[config.mk]
export PLATFORM = sky130hd
export DESIGN_NAME = multi_cycle_ctrl_flat
export DESIGN_NICKNAME = d
export VERILOG_FILES = /design/src/rtl/multi_cycle_ctrl_if.sv /design/src/rtl/multi_cycle_ctrl.sv /design/src/flat_wrapper.sv
export SDC_FILE = /design/constraint.sdc
export NUM_CORES = 1
export LEC_CHECK = 0
export ABC_AREA = 0
export BUFFER_PORTS_ARGS = -buffer_cell sky130_fd_sc_hd__buf_4
export CAP_MARGIN = 15
export CORE_MARGIN = 2
export CORE_UTILIZATION = 45
export CTS_CLUSTER_DIAMETER = 120
export DETAILED_ROUTE_END_ITERATION = 10
export PLACE_DENSITY_LB_ADDON = 0.2
export SETUP_SLACK_MARGIN = 0.3
export SYNTH_ARGS = -nofsm -noshare
export SYNTH_HDL_FRONTEND = slang
export SYNTH_SLANG_ARGS = --single-unit
[constraint.sdc]
create_clock -name clk -period 4.6 [get_ports clk]
set_clock_uncertainty 0.2 [all_clocks]
set_input_delay 0 -clock clk [delete_from_list [all_inputs] [get_ports clk]]
set_output_delay 0 -clock clk [all_outputs]
set_load 0.03 [all_outputs]
[src/rtl/multi_cycle_ctrl_if.sv]
// Control bus between the multi-cycle controller and the datapath.
// The datapath (master) supplies instruction fields and the zero flag; the controller (slave) returns enables.
interface multi_cycle_ctrl_if #(
   parameter int ST_W = 4
);
   logic [5:0]      Op;
   logic [5:0]      Funct;
   logic            Zero;
   logic            PCWr;
   logic            IRWr;
   logic            RFWr;
   logic            DMWr;
   logic [1:0]      ExtOp;
   logic [2:0]      ALUOp;
   logic            BSel;
   logic [1:0]      WDSel;
   logic [1:0]      GPRSel;
   logic [1:0]      NPCOp;
   logic [ST_W-1:0] state;
   logic            instr_done;
   logic            illegal;

   modport master (
      output Op, Funct, Zero,
      input  PCWr, IRWr, RFWr, DMWr, ExtOp, ALUOp, BSel, WDSel, GPRSel, NPCOp,
      input  state, instr_done, illegal
   );

   modport slave (
      input  Op, Funct, Zero,
      output PCWr, IRWr, RFWr, DMWr, ExtOp, ALUOp, BSel, WDSel, GPRSel, NPCOp,
      output state, instr_done, illegal
   );
endinterface

[src/rtl/multi_cycle_ctrl.sv]
// Multi-cycle MIPS-subset controller: Moore FSM over state and opcode, Zero used only in BR.
// All outputs are forced low while rstn is low, independent of the clock.
module multi_cycle_ctrl #(
   parameter int ST_W = 4
) (
   input logic                clk,
   input logic                rstn,
   multi_cycle_ctrl_if.slave  bus
);
   typedef enum logic [3:0] {
      FETCH = 4'd0, DCD = 4'd1, EXE = 4'd2, MADR = 4'd3, MRD = 4'd4,
      MWB   = 4'd5, MWR = 4'd6, AWB = 4'd7, BR   = 4'd8, JMP = 4'd9
   } state_t;

   localparam logic [5:0] OP_R     = 6'b000000;
   localparam logic [5:0] OP_ADDI  = 6'b001000;
   localparam logic [5:0] OP_ADDIU = 6'b001001;
   localparam logic [5:0] OP_ORI   = 6'b001101;
   localparam logic [5:0] OP_LUI   = 6'b001111;
   localparam logic [5:0] OP_LW    = 6'b100011;
   localparam logic [5:0] OP_SW    = 6'b101011;
   localparam logic [5:0] OP_BEQ   = 6'b000100;
   localparam logic [5:0] OP_J     = 6'b000010;
   localparam logic [5:0] OP_JAL   = 6'b000011;

   localparam logic [5:0] F_ADDU = 6'b100001;
   localparam logic [5:0] F_SUBU = 6'b100011;
   localparam logic [5:0] F_AND  = 6'b100100;
   localparam logic [5:0] F_OR   = 6'b100101;
   localparam logic [5:0] F_SLT  = 6'b101010;

   state_t     state_q, state_d;
   logic [5:0] op_q, funct_q;
   logic [5:0] cur_op, cur_funct;
   logic       is_rtype, funct_ok, is_alu_i, is_mem, is_jump;
   logic [1:0] ext_op;

   logic       pc_wr, ir_wr, rf_wr, dm_wr, b_sel, done, ill;
   logic [1:0] ext_sel, wd_sel, gpr_sel, npc_op;
   logic [2:0] alu_op;

   // The decoded fields are captured on the DCD edge so later opcode churn cannot redirect the sequence.
   always_ff @(posedge clk or negedge rstn) begin
      if (!rstn) begin
         state_q <= FETCH;
         op_q    <= 6'd0;
         funct_q <= 6'd0;
      end else begin
         state_q <= state_d;
         if (state_q == DCD) begin
            op_q    <= bus.Op;
            funct_q <= bus.Funct;
         end
      end
   end

   always_comb begin
      cur_op    = (state_q == DCD) ? bus.Op    : op_q;
      cur_funct = (state_q == DCD) ? bus.Funct : funct_q;
      is_rtype  = (cur_op == OP_R);
      funct_ok  = (cur_funct inside {F_ADDU, F_SUBU, F_AND, F_OR, F_SLT});
      is_alu_i  = (cur_op inside {OP_ADDI, OP_ADDIU, OP_ORI, OP_LUI});
      is_mem    = (cur_op inside {OP_LW, OP_SW});
      is_jump   = (cur_op inside {OP_J, OP_JAL});
      case (cur_op)
         OP_ADDI, OP_ADDIU, OP_LW, OP_SW, OP_BEQ: ext_op = 2'b01;
         OP_LUI:                                  ext_op = 2'b10;
         default:                                 ext_op = 2'b00;
      endcase
   end

   always_comb begin
      state_d = FETCH;
      pc_wr   = 1'b0;
      ir_wr   = 1'b0;
      rf_wr   = 1'b0;
      dm_wr   = 1'b0;
      b_sel   = 1'b0;
      done    = 1'b0;
      ill     = 1'b0;
      ext_sel = 2'b00;
      wd_sel  = 2'b00;
      gpr_sel = 2'b00;
      npc_op  = 2'b00;
      alu_op  = 3'b000;
      if (state_q inside {DCD, EXE, MADR, MRD, MWB, MWR, AWB, BR, JMP}) ext_sel = ext_op;
      case (state_q)
         FETCH: begin
            ir_wr   = 1'b1;
            pc_wr   = 1'b1;
            state_d = DCD;
         end
         DCD: begin
            if ((is_rtype && funct_ok) || is_alu_i) state_d = EXE;
            else if (is_mem)                        state_d = MADR;
            else if (cur_op == OP_BEQ)              state_d = BR;
            else if (is_jump)                       state_d = JMP;
            else                                    ill     = 1'b1;
         end
         EXE: begin
            b_sel = !is_rtype;
            if (is_rtype) begin
               case (cur_funct)
                  F_SUBU:  alu_op = 3'b001;
                  F_AND:   alu_op = 3'b010;
                  F_OR:    alu_op = 3'b011;
                  F_SLT:   alu_op = 3'b100;
                  default: alu_op = 3'b000;
               endcase
            end else if (cur_op == OP_ORI) begin
               alu_op = 3'b011;
            end
            state_d = AWB;
         end
         MADR: begin
            b_sel   = 1'b1;
            state_d = (cur_op == OP_LW) ? MRD : MWR;
         end
         MRD: state_d = MWB;
         MWB: begin
            rf_wr   = 1'b1;
            wd_sel  = 2'b01;
            gpr_sel = 2'b01;
            done    = 1'b1;
         end
         MWR: begin
            dm_wr = 1'b1;
            done  = 1'b1;
         end
         AWB: begin
            rf_wr   = 1'b1;
            gpr_sel = is_rtype ? 2'b00 : 2'b01;
            done    = 1'b1;
         end
         BR: begin
            alu_op = 3'b001;
            npc_op = 2'b01;
            pc_wr  = bus.Zero;
            done   = 1'b1;
         end
         JMP: begin
            pc_wr  = 1'b1;
            npc_op = 2'b10;
            if (cur_op == OP_JAL) begin
               rf_wr   = 1'b1;
               wd_sel  = 2'b10;
               gpr_sel = 2'b10;
            end
            done = 1'b1;
         end
         default: state_d = FETCH;
      endcase
   end

   // Reset gating is combinational so enables drop the moment rstn falls.
   assign bus.PCWr       = rstn & pc_wr;
   assign bus.IRWr       = rstn & ir_wr;
   assign bus.RFWr       = rstn & rf_wr;
   assign bus.DMWr       = rstn & dm_wr;
   assign bus.BSel       = rstn & b_sel;
   assign bus.instr_done = rstn & done;
   assign bus.illegal    = rstn & ill;
   assign bus.ExtOp      = rstn ? ext_sel : 2'b00;
   assign bus.ALUOp      = rstn ? alu_op  : 3'b000;
   assign bus.WDSel      = rstn ? wd_sel  : 2'b00;
   assign bus.GPRSel     = rstn ? gpr_sel : 2'b00;
   assign bus.NPCOp      = rstn ? npc_op  : 2'b00;
   assign bus.state      = ST_W'(state_q);
endmodule

[src/flat_wrapper.sv]
// flat-port wrapper written by rule: the top's interface ports become plain ports
module multi_cycle_ctrl_flat 
#(
   parameter int ST_W = 4
)
  (clk, rstn, bus_Op, bus_Funct, bus_Zero, bus_PCWr, bus_IRWr, bus_RFWr, bus_DMWr, bus_ExtOp, bus_ALUOp, bus_BSel, bus_WDSel, bus_GPRSel, bus_NPCOp, bus_state, bus_instr_done, bus_illegal);
  multi_cycle_ctrl_if #(.ST_W(ST_W)) bus_i ();
  input logic clk;
  input logic rstn;
  input wire logic [$bits(bus_i.Op)-1:0] bus_Op;
  input wire logic [$bits(bus_i.Funct)-1:0] bus_Funct;
  input wire logic [$bits(bus_i.Zero)-1:0] bus_Zero;
  output wire logic [$bits(bus_i.PCWr)-1:0] bus_PCWr;
  output wire logic [$bits(bus_i.IRWr)-1:0] bus_IRWr;
  output wire logic [$bits(bus_i.RFWr)-1:0] bus_RFWr;
  output wire logic [$bits(bus_i.DMWr)-1:0] bus_DMWr;
  output wire logic [$bits(bus_i.ExtOp)-1:0] bus_ExtOp;
  output wire logic [$bits(bus_i.ALUOp)-1:0] bus_ALUOp;
  output wire logic [$bits(bus_i.BSel)-1:0] bus_BSel;
  output wire logic [$bits(bus_i.WDSel)-1:0] bus_WDSel;
  output wire logic [$bits(bus_i.GPRSel)-1:0] bus_GPRSel;
  output wire logic [$bits(bus_i.NPCOp)-1:0] bus_NPCOp;
  output wire logic [$bits(bus_i.state)-1:0] bus_state;
  output wire logic [$bits(bus_i.instr_done)-1:0] bus_instr_done;
  output wire logic [$bits(bus_i.illegal)-1:0] bus_illegal;
  assign bus_i.Op = bus_Op;
  assign bus_i.Funct = bus_Funct;
  assign bus_i.Zero = bus_Zero;
  assign bus_PCWr = bus_i.PCWr;
  assign bus_IRWr = bus_i.IRWr;
  assign bus_RFWr = bus_i.RFWr;
  assign bus_DMWr = bus_i.DMWr;
  assign bus_ExtOp = bus_i.ExtOp;
  assign bus_ALUOp = bus_i.ALUOp;
  assign bus_BSel = bus_i.BSel;
  assign bus_WDSel = bus_i.WDSel;
  assign bus_GPRSel = bus_i.GPRSel;
  assign bus_NPCOp = bus_i.NPCOp;
  assign bus_state = bus_i.state;
  assign bus_instr_done = bus_i.instr_done;
  assign bus_illegal = bus_i.illegal;
  multi_cycle_ctrl #(.ST_W(ST_W)) u_core (.clk(clk), .rstn(rstn), .bus(bus_i));
endmodule
==> flow_summary.ini, run 1 <==
[die]
initial_core_util_pct = 48.6
rows = 19
core_mm2 = 0.00281
die_h_um = 59.0
num_io_pins = 37
die_x_um = 59.0
dieArea_mm2 = 0.00348

[grt]
grt_max_degree = 17
antenna_found_initial = 0
globalRouteOverflowTotal = 0
grt.total_usage_pct = 22.2
first_global_vias = 1275
grt_pass1_wl_um = 5880

[critical_path]
path_max_fanout = 16
endpoint_kind = primary output
crit_required_ps = 4400
crit_path_frequent_cell = buf_4
cp_data_arrival_time_ps = 2900
critPathKind = register to primary output
worstSetupStartpointType = register
slowest_stage = nor4b_4
crit_chain = nor4b_4 -> buf_4 -> nand4b_1 -> o311a_1 -> a2111oi_0 -> buf_4
cp_slowest_stage_delay_ps = 790

[clock_tree]
numClockSinks = 16
h-tree-depth = 1
cts_buffers = 3
cts.clk_slew.worst_paths_ps = 100
clock_latency_ps = 290
clk_path_buf_depth = 2
cts.repair.resized = 0
cts_tree = yes
cts_root_buf = clkbuf_4

[power]
p_per_area_mw_per_mm2 = 544
fin_total_pwr_w = 0.000973
vdd_ir_drop_max_v = 0.000313
leakagePower_nw = 0.825

[routing]
drt-pass1-iter-count = 4
drt_iter0_markers = 99
viasPerCell = 5.79
num_vias = 1447
wire_per_inst_um = 14.5
drc = 0
ant_nets = 0
wirelength_um = 3630

[timing]
setup_viol = 0
worstMarginPinSlew_ps = 772
hold_slack_ps = 248
setup_slack_ps = 1500
layout_min_cycle_time_ps = 3100
finalHoldViolations = 0
maxClockFrequency_ghz = 0.323
rsz0062_at_grt = no
post-route-period-util_pct = 67.4
fin_setup_tns_ps = 0
slew_violations = 0
slew_headroom_pct = 48.3

[status]
outcome = finished clean

[flow_run]
max_cap_violations = 0

[synthesis]
synth-seq-cells = 16
netlist_area_mm2 = 0.00136
postSynthAreaPerCell_um2 = 7.74
ys_warn_count = 0
async_flop_share_pct = 100
ys_seq_area_share_pct = 29.4
ys.flop_type = dfrtp_1
syn_inst = 176
ys_types = 44
synth-edff-count = 0
syn-num-nets = 191

[place]
hpwl_um = 2540
globalplace.congestion = 0.887
pre_cts_slack_ps = 1770
io_buffers = 36
placed_cell_area_mm2 = 0.00161

[cells_and_area]
num_antenna_cells = 0
area_growth_pct = 31.2
layout_commonest_cell = buf_4
final_cell_mix = 37 x buf_4, 34 x nand2_1, 20 x nor2_1
fill_cells = 260
final_area_mm2 = 0.00179
finalNetCount = 235
drive_gt1_share_pct = 23.3

[hold_path]
min_path_type = input pin to register
[final timing paths]
check	from	endpoint	slack [ps]	cells after the start
max in group asynchronous	rstn	u_core.bus.state[0]	2990	3
worst min register to register	u_core.funct_q[4]	u_core.funct_q[4]	270	2
min in group asynchronous	rstn	u_core.funct_q[1]	720	3
worst max-delay path	u_core.bus.state[1]	bus_ExtOp[0]	1500	6
worst max register to register	u_core.bus.state[1]	u_core.bus.state[0]	1830	6
worst min-delay path	bus_Funct[5]	u_core.funct_q[5]	250	4
[registers in the layout, summed over array words and instances (netlist names)]
name and cells:
u_core.bus.state 4, u_core.funct_q 6, u_core.op_q 6
[where the power goes]
group	total, W	switching, W	internal (W)	leakage [nW]
clock	0.0000935	0.0000453	0.0000482	0.0210
combinational	0.000554	0.000323	0.000231	0.607
sequential	0.000326	0.000120	0.000206	0.197
total	0.000973	0.000487	0.000486	0.825
[worst max-delay path: cells and delay by family (launching register included)]
family / cells / cell delay (ps)
DFF: 1 / 560
AOI/OAI and AO/OA: 2 / 570
and+or+nand+nor: 2 / 910
buffers and inverters: 2 / 570
[what timing repair did]
action                                 4_1_cts  5_1_grt
buffers inserted                             0        0
endpoints found under the hold margin       30        0
hold buffers                                14        0
[stage by stage]
step	utilization [%]	cells
4_1_cts	63.7	250
3_3_place_gp	57.4	232
3_5_place_dp	57.4	232
6_report	63.7	250
5_1_grt	63.7	250
2_1_floorplan	-	176
[kinds of logic after synthesis]
| group | count (synthesis) | synth area share, % |
|---|---|---|
| AO/OA/AOI/OAI | 30 | 16.0 |
| XOR/XNOR | 2 | 1.29 |
| flip-flops | 16 | 29.4 |
| AND/OR/NAND/NOR | 104 | 40.5 |
| multiplexers | 8 | 6.15 |
| buffers and inverters | 16 | 6.70 |
[routing by layer]
layer  wire length [µm]  vias to the layer above  track usage (%)  part of all wire, %
met2               1650                       62             35.7                   45
met4                 37                        0             8.77                  1.0
met1               1720                      663             30.3                   47
li1                   -                      718                -                    -
met5                  0                        -                0                    0
met3                223                        4             2.62                  6.2
[area by class of cell]
| type | count | area, µm² | share of cell area [%] |
|---|---|---|---|
| clock buffer | 4 | 36.3 | 2.03 |
| inverter | 4 | 15.0 | 0.840 |
| multi-input combinational | 144 | 880 | 49.2 |
| sequential | 16 | 400 | 22.4 |
| tap | 31 | 38.8 | 2.17 |
| timing repair buffer | 51 | 418 | 23.4 |
[cells in the mapped netlist (3+ instances only)]
library cell | n | area, µm²
a21oi_1 | 8 | 40.0
buf_6 | 3 | 33.8
clkbuf_1 | 6 | 22.5
dfrtp_1 | 16 | 400
inv_1 | 3 | 11.3
mux2i_1 | 5 | 50.1
nand2_1 | 34 | 128
nand2b_1 | 4 | 25.0
nand3_1 | 7 | 35.0
nand4b_1 | 3 | 26.3
nor2_1 | 20 | 75.1
nor2b_1 | 4 | 25.0
nor3_1 | 9 | 45.0
nor3b_1 | 6 | 45.0
nor4_1 | 3 | 18.8
o211a_1 | 3 | 30.0
o21ai_0 | 6 | 30.0
or4_1 | 3 | 22.5
Power figures use the tool's default switching activity.
==> run 2: changes to the inputs <==
==> constraint.sdc (replaced) <==
create_clock -name clk -period 2.85 [get_ports clk]
set_clock_uncertainty 0.2 [all_clocks]
set_input_delay 0 -clock clk [delete_from_list [all_inputs] [get_ports clk]]
set_output_delay 0 -clock clk [all_outputs]
set_load 0.03 [all_outputs]
==> run 2 against run 1 <==
Net effect: combinational power grew 80%; routed wire length grew 11%; flip-flop and latch count is the same; global-route usage grew 2.1 points; sequential power grew 64%; count of clock-buffer cells in the layout shrank 1; non-clock buffer count grew 4; setup slack lost 1100 ps; first-iteration DRC count shrank 31%.
==> flow_summary.ini, run 2 (synthesis gave the netlist of run 1 again) <==
[routing]
viasPerCell = 5.86
wire_per_inst_um = 15.9
ant_nets = 0
drt_iter0_markers = 68
num_vias = 1482
drc = 0
wirelength_um = 4010
drt-pass1-iter-count = 4

[grt]
grt_max_degree = 30
antenna_found_initial = 0
grt.total_usage_pct = 24.3
first_global_vias = 1382
grt_pass1_wl_um = 6470
globalRouteOverflowTotal = 0

[critical_path]
endpoint_kind = primary output
crit_required_ps = 2650
worstSetupStartpointType = register
critPathKind = register to primary output
cp_data_arrival_time_ps = 2270
path_max_fanout = 15

[clock_tree]
numClockSinks = 16
cts_tree = yes
clk_path_buf_depth = 2
cts.clk_slew.worst_paths_ps = 100
h-tree-depth = 1
cts_root_buf = clkbuf_4
clock_latency_ps = 290
cts_buffers = 3

[cells_and_area]
layout_commonest_cell = buf_4
finalNetCount = 239
num_antenna_cells = 0
fin_cells = 253
final_area_mm2 = 0.00183
fill_cells = 259
final_cell_mix = 39 x buf_4, 34 x nand2_1, 20 x nor2_1
area_growth_pct = 34.5
drive_gt1_share_pct = 27.0

[timing]
setup_viol = 0
rsz0062_at_grt = yes
worstMarginPinSlew_ps = 801
layout_min_cycle_time_ps = 2470
slew_headroom_pct = 46.4
hold_slack_ps = 266
maxClockFrequency_ghz = 0.405
post-route-period-util_pct = 86.5
slew_violations = 0
finalHoldViolations = 0
fin_setup_tns_ps = 0

[power]
vdd_ir_drop_max_v = 0.000693
combPwrFrac_pct = 60.1
seqPwrFrac_pct = 32.4
internal_power_w = 0.000815
p_per_area_mw_per_mm2 = 904
swShare_pct = 50.8
pwr-share-clk_pct = 7.5
leakagePower_nw = 0.834
p_switching_w = 0.000841

[place]
placed_cell_area_mm2 = 0.00163
io_buffers = 36
globalplace.congestion = 0.896
hpwl_um = 2750
placedCellCount = 232

[hold_path]
min_path_type = input pin to register

[die]
die_x_um = 59.0
num_io_pins = 37
die_h_um = 59.0
initial_core_util_pct = 48.6
rows = 19
dieArea_mm2 = 0.00348
core_mm2 = 0.00281

[status]
outcome = finished clean

[flow_run]
max_cap_violations = 0
[run 2: metal layers]
| metal | track usage, % | share of wire, % | vias to the layer above |
|---|---|---|---|
| li1 | - | - | 725 |
| met1 | 34.7 | 47 | 698 |
| met2 | 38.9 | 46 | 53 |
| met3 | 2.62 | 5.9 | 6 |
| met4 | 6.82 | 0.67 | 0 |
| met5 | 0 | 0 | - |
[run 2: critical path, stage by stage, from the launching register on]
cell	delay (ps)
dfrtp_2	520
nor4b_4	420
mux2i_2	300
inv_2	80
o311a_1	140
a2111oi_4	310
buf_4	210
[run 2: path summary, 6_finish.rpt]
path / startpoint / to / slack, ps / cells after the start
min in group asynchronous: rstn / u_core.funct_q[1] / 730 / 3
max: u_core.bus.state[1] / bus_ExtOp[0] / 380 / 6
max reg2reg: u_core.bus.state[1] / u_core.bus.state[0] / 630 / 6
max in group asynchronous: rstn / u_core.bus.state[3] / 1170 / 3
min reg2reg: u_core.funct_q[4] / u_core.funct_q[4] / 280 / 2
min: bus_Funct[0] / u_core.funct_q[0] / 270 / 4
[run 2: power by group through the flow]
stage,combinational [W],clock [W],sequential [W]
detailed placement,0.000919,0,0.000527
finish,0.000996,0.000125,0.000536
global route,0.00109,0.000133,0.000563
global placement,0.000908,0,0.000519
floorplan,0.000771,0,0.000457
CTS,0.000983,0.000124,0.000525
[run 2: cell type report]
cell class / instances / area [µm²] / area share [%]
Clock buffer: 3 / 22.5 / 1.23
Inverter: 4 / 15.0 / 0.819
Multi-Input combinational cell: 144 / 902 / 49.2
Sequential cell: 16 / 405 / 22.1
Timing Repair Buffer: 55 / 449 / 24.5
Tap cell: 31 / 38.8 / 2.12
[run 2: repair_timing]
action	4_1_cts	5_1_grt
buffers inserted	3	0
gates cloned	0	1
endpoints found under the setup margin	3	4
hold endpoints to repair	29	0
resized for setup	3	3
pin swaps	1	0
hold buffers	14	0
[run 2: through the flow]
stage                     power, W  utilization (%)  worst slack, ps
after detailed placement   0.00145             58.1              514
after floorplan            0.00123                -              336
after global routing       0.00179             65.3              287
after CTS                  0.00163             65.0              317
final                      0.00166             65.3              384
after global placement     0.00143             58.1              546
==> run 3: changes to the inputs <==
--- a/config.mk
+++ b/config.mk
@@ -9,7 +9,7 @@
 export BUFFER_PORTS_ARGS = -buffer_cell sky130_fd_sc_hd__buf_4
 export CAP_MARGIN = 15
 export CORE_MARGIN = 2
-export CORE_UTILIZATION = 45
+export CORE_UTILIZATION = 47
 export CTS_CLUSTER_DIAMETER = 120
 export DETAILED_ROUTE_END_ITERATION = 10
 export PLACE_DENSITY_LB_ADDON = 0.2
==> run 3 against run 2 <==
Net effect: hold slack got worse by 17 ps; non-clock buffer count is 3 higher; cell count grew 1.6%; fmax fell by 1.4%; routed wire length grew 4.8%; sequential share of layout area fell by 0.52 points; combinational power grew 6%; design area grew 2.4%; first-iteration DRC count rose by 69%; flip-flop and latch count stayed put; critical path depth did not move; critical path type unchanged; critical endpoint unchanged.
==> flow_summary.ini, run 3 (synthesis gave the netlist of run 1 again) <==
[status]
outcome = finished clean

[timing]
slew_violations = 0
post-route-period-util_pct = 87.8
slew_headroom_pct = 46.5
setup_viol = 0
layout_min_cycle_time_ps = 2500
rsz0062_at_grt = yes
setup_slack_ps = 349
fin_setup_tns_ps = 0
finalHoldViolations = 0
maxClockFrequency_ghz = 0.400
worstMarginPinSlew_ps = 799

[clock_tree]
cts_buffers = 3
cts_tree = yes
cts_root_buf = clkbuf_4
clock_latency_ps = 300
numClockSinks = 16
h-tree-depth = 1
clk_path_buf_depth = 2
cts.clk_slew.worst_paths_ps = 110

[power]
combPwrFrac_pct = 61.4
fin_total_pwr_w = 0.00172
vdd_ir_drop_max_v = 0.000690
swShare_pct = 50.7
p_switching_w = 0.000872
seqPwrFrac_pct = 30.8
pwr-share-clk_pct = 7.9
leakagePower_nw = 0.856
internal_power_w = 0.000847
p_per_area_mw_per_mm2 = 916

[routing]
viasPerCell = 6.04
drt_iter0_markers = 115
wire_per_inst_um = 16.4
drt-pass1-iter-count = 4
drc = 0
num_vias = 1553
wirelength_um = 4210
ant_nets = 0

[place]
placed_cell_area_mm2 = 0.00163
placedCellCount = 232
globalplace.congestion = 0.836
hpwl_um = 2700
io_buffers = 36
pre_cts_slack_ps = 487

[critical_path]
crit_chain = nor4b_4 -> mux2i_2 -> inv_2 -> o311a_1 -> a2111oi_4 -> buf_4
cp_data_arrival_time_ps = 2300
cp_slowest_stage_delay_ps = 490
worstSetupStartpointType = register
crit_family = flip-flops
crit_required_ps = 2650
slowest_stage = dfrtp_2
path_max_fanout = 8
endpoint_kind = primary output
critPathKind = register to primary output
worst-path-buf-inv = 2

[cells_and_area]
multi_input_area_um2 = 912
num_antenna_cells = 0
area_growth_pct = 37.7
finalNetCount = 243
register_area_um2 = 405
fin_cells = 257
fill_cells = 233
drive_gt1_share_pct = 28.3
final_cell_mix = 43 x buf_4, 34 x nand2_1, 20 x nor2_1
layout_commonest_cell = buf_4
final_area_mm2 = 0.00188

[die]
core_mm2 = 0.00276
rows = 19
num_io_pins = 37
dieArea_mm2 = 0.00335
initial_core_util_pct = 49.4
die_x_um = 57.8
die_h_um = 57.8

[grt]
antenna_found_initial = 0
grt_max_degree = 30
grt.total_usage_pct = 25.3
globalRouteOverflowTotal = 0
first_global_vias = 1355
grt_pass1_wl_um = 6590

[flow_run]
max_cap_violations = 0

[hold_path]
min_path_type = input pin to register
## run 3: cell count changes in the layout (fill, tap and decap cells not counted), sizes merged
cell  delta
or4b     +1
buf      +3
## run 3: layout make-up
cell class | instances | share of cell area [%]
multi-input cells | 145 | 48.6
inverters | 4 | 0.800
well taps | 31 | 2.07
flip-flops and latches | 16 | 21.6
clock buffers | 3 | 1.20
repair buffers | 58 | 25.7
## run 3: metal layers
metal / track usage [%] / vias to the layer above / share of wire, %
met2: 37.3 / 110 / 44
met1: 38.2 / 700 / 45
met5: 0 / - / 0
met3: 2.46 / 14 / 8.9
li1: - / 729 / -
met4: 9.63 / 0 / 2.5
## run 3: metrics by stage
| stage | utilization (%) | hold WS [ps] |
|---|---|---|
| 6_report | 68.1 | 249 |
| 5_1_grt | 68.1 | 282 |
| 4_1_cts | 65.7 | 253 |
| 3_5_place_dp | 59.1 | -305 |
| 3_3_place_gp | 59.1 | -310 |
| 2_1_floorplan | - | -496 |
## run 3: power groups by stage
stage                     Sequential [W]  Clock (W)  Combinational, W
after floorplan                 0.000457          0          0.000771
after global placement          0.000513          0          0.000900
after detailed placement        0.000524          0          0.000920
after CTS                       0.000525   0.000129          0.000968
after global routing            0.000552   0.000141           0.00114
final                           0.000529   0.000135           0.00106
## run 3: final timing paths
kind                                     start             endpoint  slack (ps)  cells after the start
setup / recovery           u_core.bus.state[2]         bus_ExtOp[0]         350                      6
hold / removal                    bus_Funct[5]    u_core.funct_q[5]         250                      4
setup reg to reg           u_core.bus.state[2]  u_core.bus.state[0]         640                      6
hold reg to reg              u_core.funct_q[5]    u_core.funct_q[5]         290                      2
max in group asynchronous                 rstn  u_core.bus.state[1]        1180                      3
min in group asynchronous                 rstn       u_core.op_q[3]         720                      3
## run 3: worst reg2reg max path, cell delays in order, from the launching register on
cell	delay, ps
dfrtp_2	490
nor4b_4	430
buf_12	220
mux2_2	360
nand2b_1	160
a41oi_1	200
nor2_1	50
## run 3: what timing repair did
item,in CTS,in global routing
setup buffers,1,6
cloned,0,1
pin swaps,0,2
resized for setup,5,3
hold buffers,14,0
setup endpoints to repair,3,3
endpoints found under the hold margin,30,0
